<file path="src/rtl/turn_scheduler_if.sv">
// Control/status bundle between the turn scheduler and the game FSM, display and cycle counter.
// master drives the game events; slave is the scheduler.
interface turn_scheduler_if #(
  parameter int TURN_SECONDS = 15
);
  localparam int SW = $clog2(TURN_SECONDS + 1);

  logic          start;
  logic          move_done;
  logic          pause;
  logic          game_over;
  logic          cyc_tick;

  logic          cyc_en;
  logic          active;
  logic          turn;
  logic [SW-1:0] secs_left;
  logic          swap;
  logic          timeout;
  logic [7:0]    turn_count;

  modport master (
    output start, move_done, pause, game_over, cyc_tick,
    input  cyc_en, active, turn, secs_left, swap, timeout, turn_count
  );

  modport slave (
    input  start, move_done, pause, game_over, cyc_tick,
    output cyc_en, active, turn, secs_left, swap, timeout, turn_count
  );
endinterface

</file>
<file path="src/rtl/turn_scheduler.sv">
// Two-player turn scheduler: gates the cycle counter, counts down the turn budget, alternates turns.
// One-edge response to every event; no backpressure, events outside RUN (except game_over) are dropped.
module turn_scheduler #(
  parameter int TURN_SECONDS = 15
) (
  input  logic             clk,
  input  logic             rst,
  turn_scheduler_if.slave  bus
);
  localparam int SW = $clog2(TURN_SECONDS + 1);

  localparam logic [1:0] IDLE = 2'd0;
  localparam logic [1:0] RUN  = 2'd1;
  localparam logic [1:0] SWAP = 2'd2;
  localparam logic [1:0] HOLD = 2'd3;

  localparam logic [SW-1:0] RELOAD = SW'(TURN_SECONDS);
  localparam logic [SW-1:0] ONE    = SW'(1);

  logic [1:0]    state_q, state_d;
  logic          turn_q;
  logic [SW-1:0] secs_q;
  logic [7:0]    count_q;
  logic          swap_q;
  logic          timeout_q;

  logic          load_game;
  logic          enter_swap;
  logic          by_timeout;
  logic          dec_secs;

  always_comb begin
    state_d    = state_q;
    load_game  = 1'b0;
    enter_swap = 1'b0;
    by_timeout = 1'b0;
    dec_secs   = 1'b0;
    case (state_q)
      IDLE: begin
        if (bus.start) begin
          load_game = 1'b1;
          state_d   = RUN;
        end
      end
      RUN: begin
        // game_over > move_done > cyc_tick > pause
        if (bus.game_over) begin
          state_d = IDLE;
        end else if (bus.move_done) begin
          enter_swap = 1'b1;
          state_d    = SWAP;
        end else if (bus.cyc_tick) begin
          if (secs_q > ONE) begin
            dec_secs = 1'b1;
          end else begin
            enter_swap = 1'b1;
            by_timeout = 1'b1;
            state_d    = SWAP;
          end
        end else if (bus.pause) begin
          state_d = HOLD;
        end
      end
      SWAP: begin
        state_d = bus.game_over ? IDLE : RUN;
      end
      HOLD: begin
        if (bus.game_over) begin
          state_d = IDLE;
        end else if (!bus.pause) begin
          state_d = RUN;
        end
      end
      default: state_d = IDLE;
    endcase
  end

  always_ff @(posedge clk) begin
    if (rst) begin
      state_q   <= IDLE;
      turn_q    <= 1'b0;
      secs_q    <= '0;
      count_q   <= '0;
      swap_q    <= 1'b0;
      timeout_q <= 1'b0;
    end else begin
      state_q   <= state_d;
      swap_q    <= enter_swap;
      timeout_q <= by_timeout;
      if (load_game) begin
        turn_q  <= 1'b0;
        secs_q  <= RELOAD;
        count_q <= '0;
      end else if (enter_swap) begin
        turn_q  <= ~turn_q;
        secs_q  <= RELOAD;
        count_q <= count_q + 8'd1;
      end else if (dec_secs) begin
        secs_q  <= secs_q - ONE;
      end
    end
  end

  // The counter only runs while a turn is actively being timed.
  assign bus.cyc_en     = (state_q == RUN);
  assign bus.active     = (state_q != IDLE);
  assign bus.turn       = turn_q;
  assign bus.secs_left  = secs_q;
  assign bus.swap       = swap_q;
  assign bus.timeout    = timeout_q;
  assign bus.turn_count = count_q;

  a_swap_single : assert property (@(posedge clk) disable iff (rst) swap_q |=> !swap_q);
  a_timeout_with_swap : assert property (@(posedge clk) disable iff (rst) timeout_q |-> swap_q);
  a_secs_nonzero_run : assert property (@(posedge clk) disable iff (rst)
                                        (state_q == RUN) |-> (secs_q != '0));

endmodule

</file>
<file path="src/flat_wrapper.sv">
// flat-port wrapper written by rule: the top's interface ports become plain ports
module turn_scheduler_flat 
#(
  parameter int TURN_SECONDS = 15
)
  (clk, rst, bus_start, bus_move_done, bus_pause, bus_game_over, bus_cyc_tick, bus_cyc_en, bus_active, bus_turn, bus_secs_left, bus_swap, bus_timeout, bus_turn_count);
  turn_scheduler_if #(.TURN_SECONDS(TURN_SECONDS)) bus_i ();
  input  logic clk;
  input  logic rst;
  input wire logic [$bits(bus_i.start)-1:0] bus_start;
  input wire logic [$bits(bus_i.move_done)-1:0] bus_move_done;
  input wire logic [$bits(bus_i.pause)-1:0] bus_pause;
  input wire logic [$bits(bus_i.game_over)-1:0] bus_game_over;
  input wire logic [$bits(bus_i.cyc_tick)-1:0] bus_cyc_tick;
  output wire logic [$bits(bus_i.cyc_en)-1:0] bus_cyc_en;
  output wire logic [$bits(bus_i.active)-1:0] bus_active;
  output wire logic [$bits(bus_i.turn)-1:0] bus_turn;
  output wire logic [$bits(bus_i.secs_left)-1:0] bus_secs_left;
  output wire logic [$bits(bus_i.swap)-1:0] bus_swap;
  output wire logic [$bits(bus_i.timeout)-1:0] bus_timeout;
  output wire logic [$bits(bus_i.turn_count)-1:0] bus_turn_count;
  assign bus_i.start = bus_start;
  assign bus_i.move_done = bus_move_done;
  assign bus_i.pause = bus_pause;
  assign bus_i.game_over = bus_game_over;
  assign bus_i.cyc_tick = bus_cyc_tick;
  assign bus_cyc_en = bus_i.cyc_en;
  assign bus_active = bus_i.active;
  assign bus_turn = bus_i.turn;
  assign bus_secs_left = bus_i.secs_left;
  assign bus_swap = bus_i.swap;
  assign bus_timeout = bus_i.timeout;
  assign bus_turn_count = bus_i.turn_count;
  turn_scheduler #(.TURN_SECONDS(TURN_SECONDS)) u_core (.clk(clk), .rst(rst), .bus(bus_i));
endmodule
</file>
<file path="config.mk">
export PLATFORM = sky130hd
export DESIGN_NAME = turn_scheduler_flat
export DESIGN_NICKNAME = d
export VERILOG_FILES = /design/src/rtl/turn_scheduler_if.sv /design/src/rtl/turn_scheduler.sv /design/src/flat_wrapper.sv
export SDC_FILE = /design/constraint.sdc
export NUM_CORES = 1
export LEC_CHECK = 0
export ABC_AREA = 1
export CORE_UTILIZATION = 35
export CTS_CLUSTER_DIAMETER = 30
export DETAILED_ROUTE_END_ITERATION = 6
export GPL_ROUTABILITY_DRIVEN = 0
export PLACE_DENSITY_LB_ADDON = 0.08
export RECOVER_POWER = 50
export SETUP_SLACK_MARGIN = 0.02
export SYNTH_ARGS = -nofsm -noshare
export SYNTH_HDL_FRONTEND = slang
export SYNTH_SLANG_ARGS = --single-unit
</file>
<file path="constraint.sdc">
create_clock -name clk -period 1.6 [get_ports clk]
set_input_delay 0.24 -clock clk [delete_from_list [all_inputs] [get_ports clk]]
set_output_delay 0.24 -clock clk [all_outputs]
set_load 0.02 [all_outputs]
</file>
==> impl_results.md, run 1 <==
* Placed Instances at approximately 210
* Post-synth EDFFs at 0
* DR vias/cell at 4.65
* Initial antenna violation count at 0
* Fillcell total at about 300
* Sw frac at between 30% and 40%
* Fin. Hold Viols at 0
* Vias in the first global route at 937
* Slew HR at 78.6%
* Final Critical Period at 1530 ps
* Crit Path Class: flip-flop to output pin
* Peak Freq at 653 MHz
* Layout Nets at 193
* CTS root buf: clkbuf_4
* DR WL/cell at about 10 um
* Diodes inserted at 0
* Worst-path cell chain: clkdlybuf4s50_1
* Worst path max stage delay at 620 ps
* Gate power share at approximately a third
* Pre-CTS setup slack at about 19 ps
* Total gr overflow at 0
* # setup viols final at 0
* Mapped Area at 1010 sq um
* TritonCTS clock tree: done
* Post-DRT Antenna Nets at 0
* Pint at 0.704 mW
* Post-Syn Instances at 150
* Outcome: complete, no violations
* Max Cap Viol at 0
* Warnings, synthesis at 0
* Via Count at slightly below 1000
* Clk sinks at 17
* Pre-antenna DRT Iters at 4
* Initial core utilization at 36.9%
* Max Slew Vio Count at 0
* I/O pin count at 24
* Area Overhead vs Synth at 30.1%
* 1st-iter DRT viols at 9
* Worst-path maximum fanout at 3
* Cell area after layout at 1310 sq um
* HPWL after DPL at roughly 1.7 mm
* Clock transition at path regs at 110 ps
* Mapped Avg Cell Area at 6.73 sq um
* Inserted Clock Buffers at 3
* Least-Margin Pin Slew at 320 ps
* LEAKAGE at 0.613 nW
* Worst-skew pair later-pin latency at 290 ps
* Setup Skew at approximately 2.2 ps
* NetSw at 0.411 mW
* CP delay by family, top: buffers and inverters
* Worst hold path type: flip-flop to flip-flop
* Flops & latches, synth at 17
* Total placed instance area at 1320 sq um
* Final Routed Wirelength at 2.23 mm
* Clk pwr share at 21.5%
* WHS at 490 ps
* Die height at 55.7 um
* # port buffers at 23
* Sequential share of power at 43.5%
* First-pass GRT wire length at 3.92 mm
* GRT Util Overall at 15.2%
* Synth Net Count at 160
* Row cnt at 19
* Setup crit end kind: output pin
* Worst EP required at 1360 ps
* Final Cycle Share at a little over nine tenths
* Max clock buf depth at 2
* Setup ws final at 69.5 ps
* Startpoint types: flip-flop
* Cells on worst reg2reg path at 9
* Largest net degree at the start of global routing at 13
* Slowest CP cell: clkdlybuf4s50_1
* Ys flop type: dfxtp_1
* Core area at approximately 2700 sq um
* Most frequent cells in the layout: nand2_1, nor2_1, inv_1
* Hold depth at 2
* WP depth at 1
* CP bufs+invs at 1
* DRC violations left at 0
* DIE AREA at 3100 sq um
* PwrDens at 849 nW/um^2
* Commonest non-fill, non-tap cell in the layout: nand2_1
* RSZ-0062 raised after global routing: no
* Layout cells sized above 1 at 15.4%
* Max VDD drop at 0.598 mV
* Post-synth ARST share at 0%
* Worst endpoint data arrival time at 1290 ps
* Non-filler cells in the finished layout at about 210
* Sequential fraction of the synthesis area at 33.7%
* Setup Fix Bufs, Post-CTS at 0
* Chip Width at 55.7 um
* H-tree depth at 1
* Setup TNS at 0 ps
* Unique masters post-synth at 22
## cell usage after synthesis, types with 2 or more instances
| cell | n | area, sq um |
|---|---|---|
| nand2_1 | 42 | 158 |
| nor2_1 | 23 | 86.3 |
| inv_1 | 18 | 67.6 |
| dfxtp_1 | 17 | 340 |
| a21oi_1 | 9 | 45.0 |
| nand3_1 | 9 | 45.0 |
| o21ai_0 | 5 | 25.0 |
| xor2_1 | 4 | 35.0 |
| ha_1 | 3 | 37.5 |
| inv_2 | 2 | 7.51 |
| nand2_2 | 2 | 12.5 |
| nand3_4 | 2 | 35.0 |
| nand4_1 | 2 | 12.5 |
| nor2_2 | 2 | 12.5 |
| nor2_4 | 2 | 22.5 |
| or2_1 | 2 | 12.5 |
## worst paths after layout
path / slack (ps) / end / start
hold reg to reg: 490 / u_core.bus.turn / u_core.bus.turn
hold / removal: 490 / u_core.bus.turn / u_core.bus.turn
setup reg to reg: 150 / u_core.bus.turn_count[3] / u_core.bus.secs_left[0]
setup / recovery: 70 / bus_secs_left[1] / u_core.bus.secs_left[1]
## area by class of cell
class,count,area (sq um),share of cell area (%)
tap,31,38.8,2.95
sequential,17,343,26.1
timing repair buffer,30,233,17.7
clock buffer,3,22.5,1.71
inverter,20,75.1,5.71
multi-input combinational,111,597,45.4
clock inverter,1,5.00,0.381
## metal layers
| layer | global-route usage [%] | vias up | wire length [um] |
|---|---|---|---|
| met1 | 20.7 | 445 | 1150 |
| li1 | - | 530 | - |
| met2 | 26.0 | 14 | 976 |
| met4 | 2.14 | 0 | 13 |
| met5 | 0 | - | 0 |
| met3 | 2.33 | 2 | 88 |
## sequential cells by signal (all words and copies together) (netlist names)
signal / cells
u_core.bus.secs_left: 4
u_core.bus.swap: 1
u_core.state_q: 2
u_core.bus.turn_count: 8
u_core.bus.turn: 1
u_core.bus.timeout: 1
## cells by family (layout without fill, tap and decap cells)
kind of cell | after synthesis | in the layout | synth area share, %
fa+ha+maj | 3 | 3 | 3.72
compound gates | 15 | 15 | 8.55
xor+xnor | 5 | 5 | 4.34
simple gates | 88 | 88 | 40.8
buf+inv | 22 | 54 | 8.92
flops | 17 | 17 | 33.7
## power groups by stage
stage	logic, mW	clock network [mW]	registers (mW)
global placement	0.397	0	0.492
floorplan	0.232	0	0.517
detailed placement	0.397	0	0.494
CTS	0.389	0.254	0.485
global route	0.439	0.270	0.490
finish	0.390	0.240	0.485
## per-stage QoR
stage / total power [mW] / utilization (%)
finish: 1.11 / 48.1
global route: 1.20 / 48.1
CTS: 1.13 / 49.0
detailed placement: 0.891 / 48.2
global placement: 0.889 / 48.2
floorplan: 0.749 / -
## timing repair
item	CTS	global route
endpoints found under the setup margin	5	19
hold buffers	0	0
resized for setup	6	13
pin swaps	0	4
hold endpoints to repair	0	0
Power figures use the tool's default switching activity.
==> run 2: changes to the inputs <==
--- a/config.mk
+++ b/config.mk
@@ -6,10 +6,12 @@
 export NUM_CORES = 1
 export LEC_CHECK = 0
 export ABC_AREA = 1
+export CORE_MARGIN = 3
 export CORE_UTILIZATION = 35
 export CTS_CLUSTER_DIAMETER = 30
 export DETAILED_ROUTE_END_ITERATION = 6
 export GPL_ROUTABILITY_DRIVEN = 0
+export GPL_TIMING_DRIVEN = 0
 export PLACE_DENSITY_LB_ADDON = 0.08
 export RECOVER_POWER = 50
 export SETUP_SLACK_MARGIN = 0.02
==> run 2 against run 1 <==
Total power is 0.25% higher; utilization is 2.2 points higher; worst hold slack worse by 170 ps; combinational power hardly changed; worst setup slack better by 8.4 ps; die area is 15% higher; fmax is 0.55% higher; critical path type unchanged; highest routed layer unchanged.
==> impl_results.md, run 2 (synthesized netlist as in run 1, its figures left out) <==
* Die height at 59.7 um (+7.2%)
* Worst-skew pair later-pin latency at 290 ps (about the same)
* Slew HR at 71.5% (-7.1 points)
* Max VDD drop at 0.581 mV (-2.8%)
* DR vias/cell at 4.82 (+3.6%)
* Worst hold path type: primary input to flip-flop
* CP delay by family, top: buffers and inverters
* Setup crit end kind: output pin
* LEAKAGE at 0.614 nW (about the same)
* CTS root buf: clkbuf_4
* Worst-path cell chain: clkdlybuf4s50_1
* TritonCTS clock tree: done
* # setup viols final at 0 (unchanged)
* Least-Margin Pin Slew at 427 ps (+107 ps)
* Worst EP required at 1360 ps (about the same)
* Layout Nets at 191 (-1.0%)
* DRC violations left at 0 (unchanged)
* Total gr overflow at 0 (unchanged)
* Pint at 0.704 mW (about the same)
* CP bufs+invs at 1 (unchanged)
* Fin. Hold Viols at 0 (unchanged)
* Initial core utilization at 38.6% (+1.7 points)
* Startpoint types: flip-flop
* Layout cells sized above 1 at 16.7% (+1.3 points)
* Via Count at 1012 (+2.1%)
* Vias in the first global route at 896 (-4.4%)
* Pre-antenna DRT Iters at 4 (unchanged)
* GRT Util Overall at 14.2% (-0.98 points)
* Setup Skew at 7.12 ps (+4.97 ps)
* Max Slew Vio Count at 0 (unchanged)
* Fillcell total at 287 (-2.7%)
* Worst-path maximum fanout at 4 (+1)
* RSZ-0062 raised after global routing: yes
* Post-DRT Antenna Nets at 0 (unchanged)
* First-pass GRT wire length at 3.86 mm (-1.6%)
* Most frequent cells in the layout: nand2_1, nor2_1, inv_1
* Clock transition at path regs at 110 ps (about the same)
* Clk pwr share at 21.5% (about the same)
* NetSw at 0.414 mW (+0.77%)
* Sw frac at 37.0% (+0.19 points)
* Core area at 2610 sq um (-4.4%)
* Inserted Clock Buffers at 3 (unchanged)
* Max clock buf depth at 2 (unchanged)
* Clk sinks at 17 (unchanged)
* HPWL after DPL at 1.65 mm (-4.5%)
* Peak Freq at 657 MHz (+0.55%)
* Final Cycle Share at 95.1% (-0.53 points)
* Max Cap Viol at 0 (unchanged)
* Diodes inserted at 0 (unchanged)
* Largest net degree at the start of global routing at 10 (-3)
* Final Routed Wirelength at 2.31 mm (+3.6%)
* Sequential share of power at 43.9% (+0.4 points)
* Commonest non-fill, non-tap cell in the layout: nand2_1
* Area Overhead vs Synth at 30.1% (unchanged)
* 1st-iter DRT viols at 39 (+30)
* I/O pin count at 24 (unchanged)
* Crit Path Class: flip-flop to output pin
* Final Critical Period at 1520 ps (-8.45 ps)
* PwrDens at 851 nW/um^2 (+0.25%)
* Initial antenna violation count at 0 (unchanged)
* H-tree depth at 1 (unchanged)
* WHS at 318 ps (-172 ps)
* Row cnt at 18 (-1)
* Hold-fix buffer count after cts at 0 (unchanged)
* Cell area after layout at 1310 sq um (unchanged)
* Chip Width at 59.7 um (+7.2%)
* DIE AREA at 3570 sq um (+15%)
* DR WL/cell at 11.0 um (+5.1%)
* Worst endpoint data arrival time at 1280 ps (about the same)
* Max reg flops at 8 (unchanged)
* Worst path max stage delay at 600 ps (-20 ps)
* Slowest CP cell: clkdlybuf4s50_1
* Outcome: complete, no violations
* Total placed instance area at 1270 sq um (-3.7%)
* # port buffers at 22 (-4.3%)
* Gate power share at 34.6% (-0.4 points)
run 2: timing repair:
item,CTS,global route
endpoints found under the hold margin,0,0
pin swaps,1,5
setup endpoints to repair,8,17
gates cloned,1,0
setup buffers,1,2
gates resized for setup,8,18
run 2: power groups by stage:
stage | clock (mW) | combinational, mW | sequential [mW]
2_1_floorplan | 0 | 0.232 | 0.517
3_3_place_gp | 0 | 0.371 | 0.496
3_5_place_dp | 0 | 0.373 | 0.496
4_1_cts | 0.249 | 0.369 | 0.487
5_1_grt | 0.259 | 0.436 | 0.498
6_report | 0.240 | 0.387 | 0.490
run 2: stage by stage:
stage          setup slack (ps)  setup TNS [ps]  total power, mW  util (%)  std cells
6_report                   77.9               0             1.12      50.3        210
3_5_place_dp              -61.8           -81.4            0.869      48.6        202
3_3_place_gp              -48.7           -48.7            0.867      48.6        202
4_1_cts                    22.2               0             1.11      49.8        208
2_1_floorplan              58.1               0            0.749         -        150
5_1_grt                   -5.25           -5.54             1.19      50.3        210
run 2: final timing paths:
check                           from                  endpoint  slack, ps  depth (start not counted)
max          u_core.bus.secs_left[0]          bus_secs_left[0]         80                          1
min                              rst   u_core.bus.secs_left[0]        320                          2
max reg2reg  u_core.bus.secs_left[0]  u_core.bus.turn_count[3]         90                          9
min reg2reg          u_core.bus.turn           u_core.bus.turn        500                          2
run 2: cell type report:
| type | instances | area (sq um) | share of cell area, % |
|---|---|---|---|
| clock buffer | 4 | 26.3 | 2.00 |
| sequential | 17 | 347 | 26.4 |
| buffer | 2 | 15.0 | 1.14 |
| inverter | 20 | 77.6 | 5.90 |
| multi-input combinational | 111 | 601 | 45.7 |
| timing repair buffer | 26 | 210 | 16.0 |
| tap | 30 | 37.5 | 2.86 |
run 2: layer usage:
| metal | vias to the layer above | wire (um) | GRT usage [%] |
|---|---|---|---|
| met4 | 0 | 14 | 4.11 |
| li1 | 530 | - | - |
| met3 | 2 | 125 | 4.32 |
| met1 | 458 | 1140 | 18.8 |
| met5 | - | 0 | 0 |
| met2 | 22 | 1030 | 22.2 |
==> run 3: changes to the inputs <==
--- a/config.mk
+++ b/config.mk
@@ -15,6 +15,8 @@
 export PLACE_DENSITY_LB_ADDON = 0.08
 export RECOVER_POWER = 50
 export SETUP_SLACK_MARGIN = 0.02
+export SLEW_MARGIN = 20
 export SYNTH_ARGS = -nofsm -noshare
 export SYNTH_HDL_FRONTEND = slang
 export SYNTH_SLANG_ARGS = --single-unit
+export TNS_END_PERCENT = 20
==> run 3 against run 2 <==
Routed wire length fell by 0.39%; highest routed layer unchanged; worst setup slack improved by 10 ps; worst hold slack improved by 4.8 ps; sequential share of layout area fell by 0.10 points; sequential cell count did not move; global-route usage fell by 0.44 points; final cell count fell by 0.48%; critical path type is now flip-flop to flip-flop; register-to-register slack barely moved.
==> impl_results.md, run 3 (synthesized netlist as in run 1, its figures left out) <==
* Final Cycle Share at 94.5% (-0.65 points)
* Non-filler cells in the finished layout at 209 (-0.48%)
* Initial core utilization at 38.6% (unchanged)
* Max VDD drop at 0.559 mV (-3.8%)
* TritonCTS clock tree: done
* Sw frac at 36.6% (-0.44 points)
* Worst EP required at 1780 ps (+420 ps)
* Row cnt at 18 (unchanged)
* Commonest non-fill, non-tap cell in the layout: nand2_1
* Fillcell total at 284 (-1.0%)
* CTS root buf: clkbuf_4
* Area Overhead vs Synth at 30.6%
* R2r setup slk at 90 ps (about the same)
* Worst-path cell chain: inv_2 > ha_2 > inv_1 > nand2_2 > nand3_2 > nand2_2 > nand2_4 > buf_8 > nand3_1 > nor2_1 > nor2_1
* Worst-path maximum fanout at 7 (+3)
* Die height at 59.7 um (unchanged)
* WL met2 at 1.04 mm (+1.2%)
* Layout cells sized above 1 at 15.1% (-1.6 points)
* Max clock buf depth at 2 (unchanged)
* Placed Instances at 202 (unchanged)
* Gate power share at 35.0% (+0.4 points)
* Least-Margin Pin Slew at 426 ps (-0.811 ps)
* Fin util at 50.5% (+0.19 points)
* Chip Width at 59.7 um (unchanged)
* Largest net degree at the start of global routing at 11 (+1)
* Clk pwr share at 21.2% (-0.3 points)
* Crit Path Class: flip-flop to flip-flop
* Startpoint types: flip-flop
* HPWL after DPL at 1.65 mm (unchanged)
* GRT Util Overall at 13.8% (-0.44 points)
* Via Count at 1005 (-0.69%)
* Most frequent cells in the layout: nand2_1, nor2_1, inv_1
* First-pass GRT wire length at 3.75 mm (-2.9%)
* DIE AREA at 3570 sq um (unchanged)
* Met3 WL at 129 um (+3.2%)
* Core area at 2610 sq um (unchanged)
* LEAKAGE at 0.620 nW (+1.0%)
* DRC violations left at 0 (unchanged)
* Inserted Clock Buffers at 3 (unchanged)
* M1 WL at 1.11 mm (-2.2%)
* Worst-skew pair later-pin latency at 290 ps (about the same)
* Slew HR at 71.6% (about the same)
* DR vias/cell at 4.81 (-0.22%)
* Pre-antenna DRT Iters at 4 (unchanged)
* CP bufs+invs at 3 (+2)
* Final Routed Wirelength at 2.30 mm (-0.39%)
* Setup crit end kind: flip-flop
* Sequential share of power at 43.9% (about the same)
* RSZ-0062 raised after global routing: yes
* Clock transition at path regs at 100 ps (about the same)
* Worst path max stage delay at 380 ps (-220 ps)
* Clk sinks at 17 (unchanged)
* Max Cap Viol at 0 (unchanged)
* H-tree depth at 1 (unchanged)
* # port buffers at 22 (unchanged)
* Total placed instance area at 1270 sq um (unchanged)
* Slowest CP cell: dfxtp_4
* Initial antenna violation count at 0 (unchanged)
* Peak Freq at 662 MHz (+0.69%)
* Max reg flops at 8 (unchanged)
* Worst hold path type: primary input to flip-flop
* Cell area after layout at 1320 sq um (+0.38%)
* Fin. Hold Viols at 0 (unchanged)
* Worst endpoint data arrival time at 1690 ps (+410 ps)
* WHS at 323 ps (+4.75 ps)
* Final Critical Period at 1510 ps (-10.5 ps)
* # setup viols final at 0 (unchanged)
* Post-DRT Antenna Nets at 0 (unchanged)
* Layout Nets at 190 (-0.52%)
* Outcome: complete, no violations
* NetSw at 0.407 mW (-1.6%)
* CP delay by family, top: simple AND/OR/NAND/NOR gates
* 1st-iter DRT viols at 37 (-5.1%)
* Diodes inserted at 0 (unchanged)
* Top sig layer: met4
* PwrDens at 844 nW/um^2 (-0.82%)
* I/O pin count at 24 (unchanged)
* Pint at 0.706 mW (+0.25%)
* Total gr overflow at 0 (unchanged)
* Vias in the first global route at 873 (-2.6%)
* Setup Skew at 3.50 ps (-3.62 ps)
* Hold-fix buffer count after cts at 0 (unchanged)
* Max Slew Vio Count at 0 (unchanged)
* DR WL/cell at 11.0 um (about the same)
run 3: cell count changes in the layout (fill, tap and decap cells not counted):
cell and change:
a21oi_2 -1, nand3_2 -1, inv_1 +1, a21oi_1 +1, buf_8 +1, buf_4 -1
clkbuf_16 +1, nand2_1 -1, buf_6 -1, nand3_1 +1, inv_4 -1, clkbuf_4 -1
nand2_2 +1
run 3: through the flow:
stage | setup slack [ps] | power [mW] | TNS [ps]
global route | -11.2 | 1.19 | -11.2
CTS | 3.37 | 1.10 | 0
detailed placement | -61.8 | 0.869 | -81.4
global placement | -48.7 | 0.867 | -48.7
floorplan | 58.1 | 0.749 | 0
finish | 88.4 | 1.11 | 0
run 3: metal layers:
metal	vias up	track usage (%)
met2	24	21.9
met3	2	4.32
met1	451	17.9
li1	528	-
met5	-	0
met4	0	3.80
run 3: area by class of cell:
cell class / count / area [sq um] / area share, %
Buffer: 2 / 18.8 / 1.42
Clock buffer: 4 / 26.3 / 1.99
Inverter: 20 / 75.1 / 5.69
Multi-Input combinational cell: 111 / 594 / 45.1
Sequential cell: 17 / 347 / 26.3
Tap cell: 30 / 37.5 / 2.85
Timing Repair Buffer: 25 / 220 / 16.7
run 3: path summary, 6_finish.rpt:
check                           from                 endpoint  depth (start not counted)
min reg2reg          u_core.bus.turn          u_core.bus.turn                          2
max reg2reg  u_core.bus.secs_left[0]  u_core.bus.secs_left[3]                         11
max          u_core.bus.secs_left[0]  u_core.bus.secs_left[3]                         11
min                              rst  u_core.bus.secs_left[0]                          2
run 3: what timing repair did:
item / in CTS / in global routing
setup buffers: 0 / 2
endpoints found under the setup margin: 8 / 17
resized for setup: 8 / 15
cloned: 0 / 1
pin swaps: 0 / 5
run 3: power by group through the flow:
stage          clock network [mW]  registers, mW  logic (mW)
6_report                    0.235          0.488       0.389
5_1_grt                     0.259          0.495       0.437
4_1_cts                     0.249          0.487       0.361
3_5_place_dp                    0          0.496       0.373
3_3_place_gp                    0          0.496       0.371
2_1_floorplan                   0          0.517       0.232
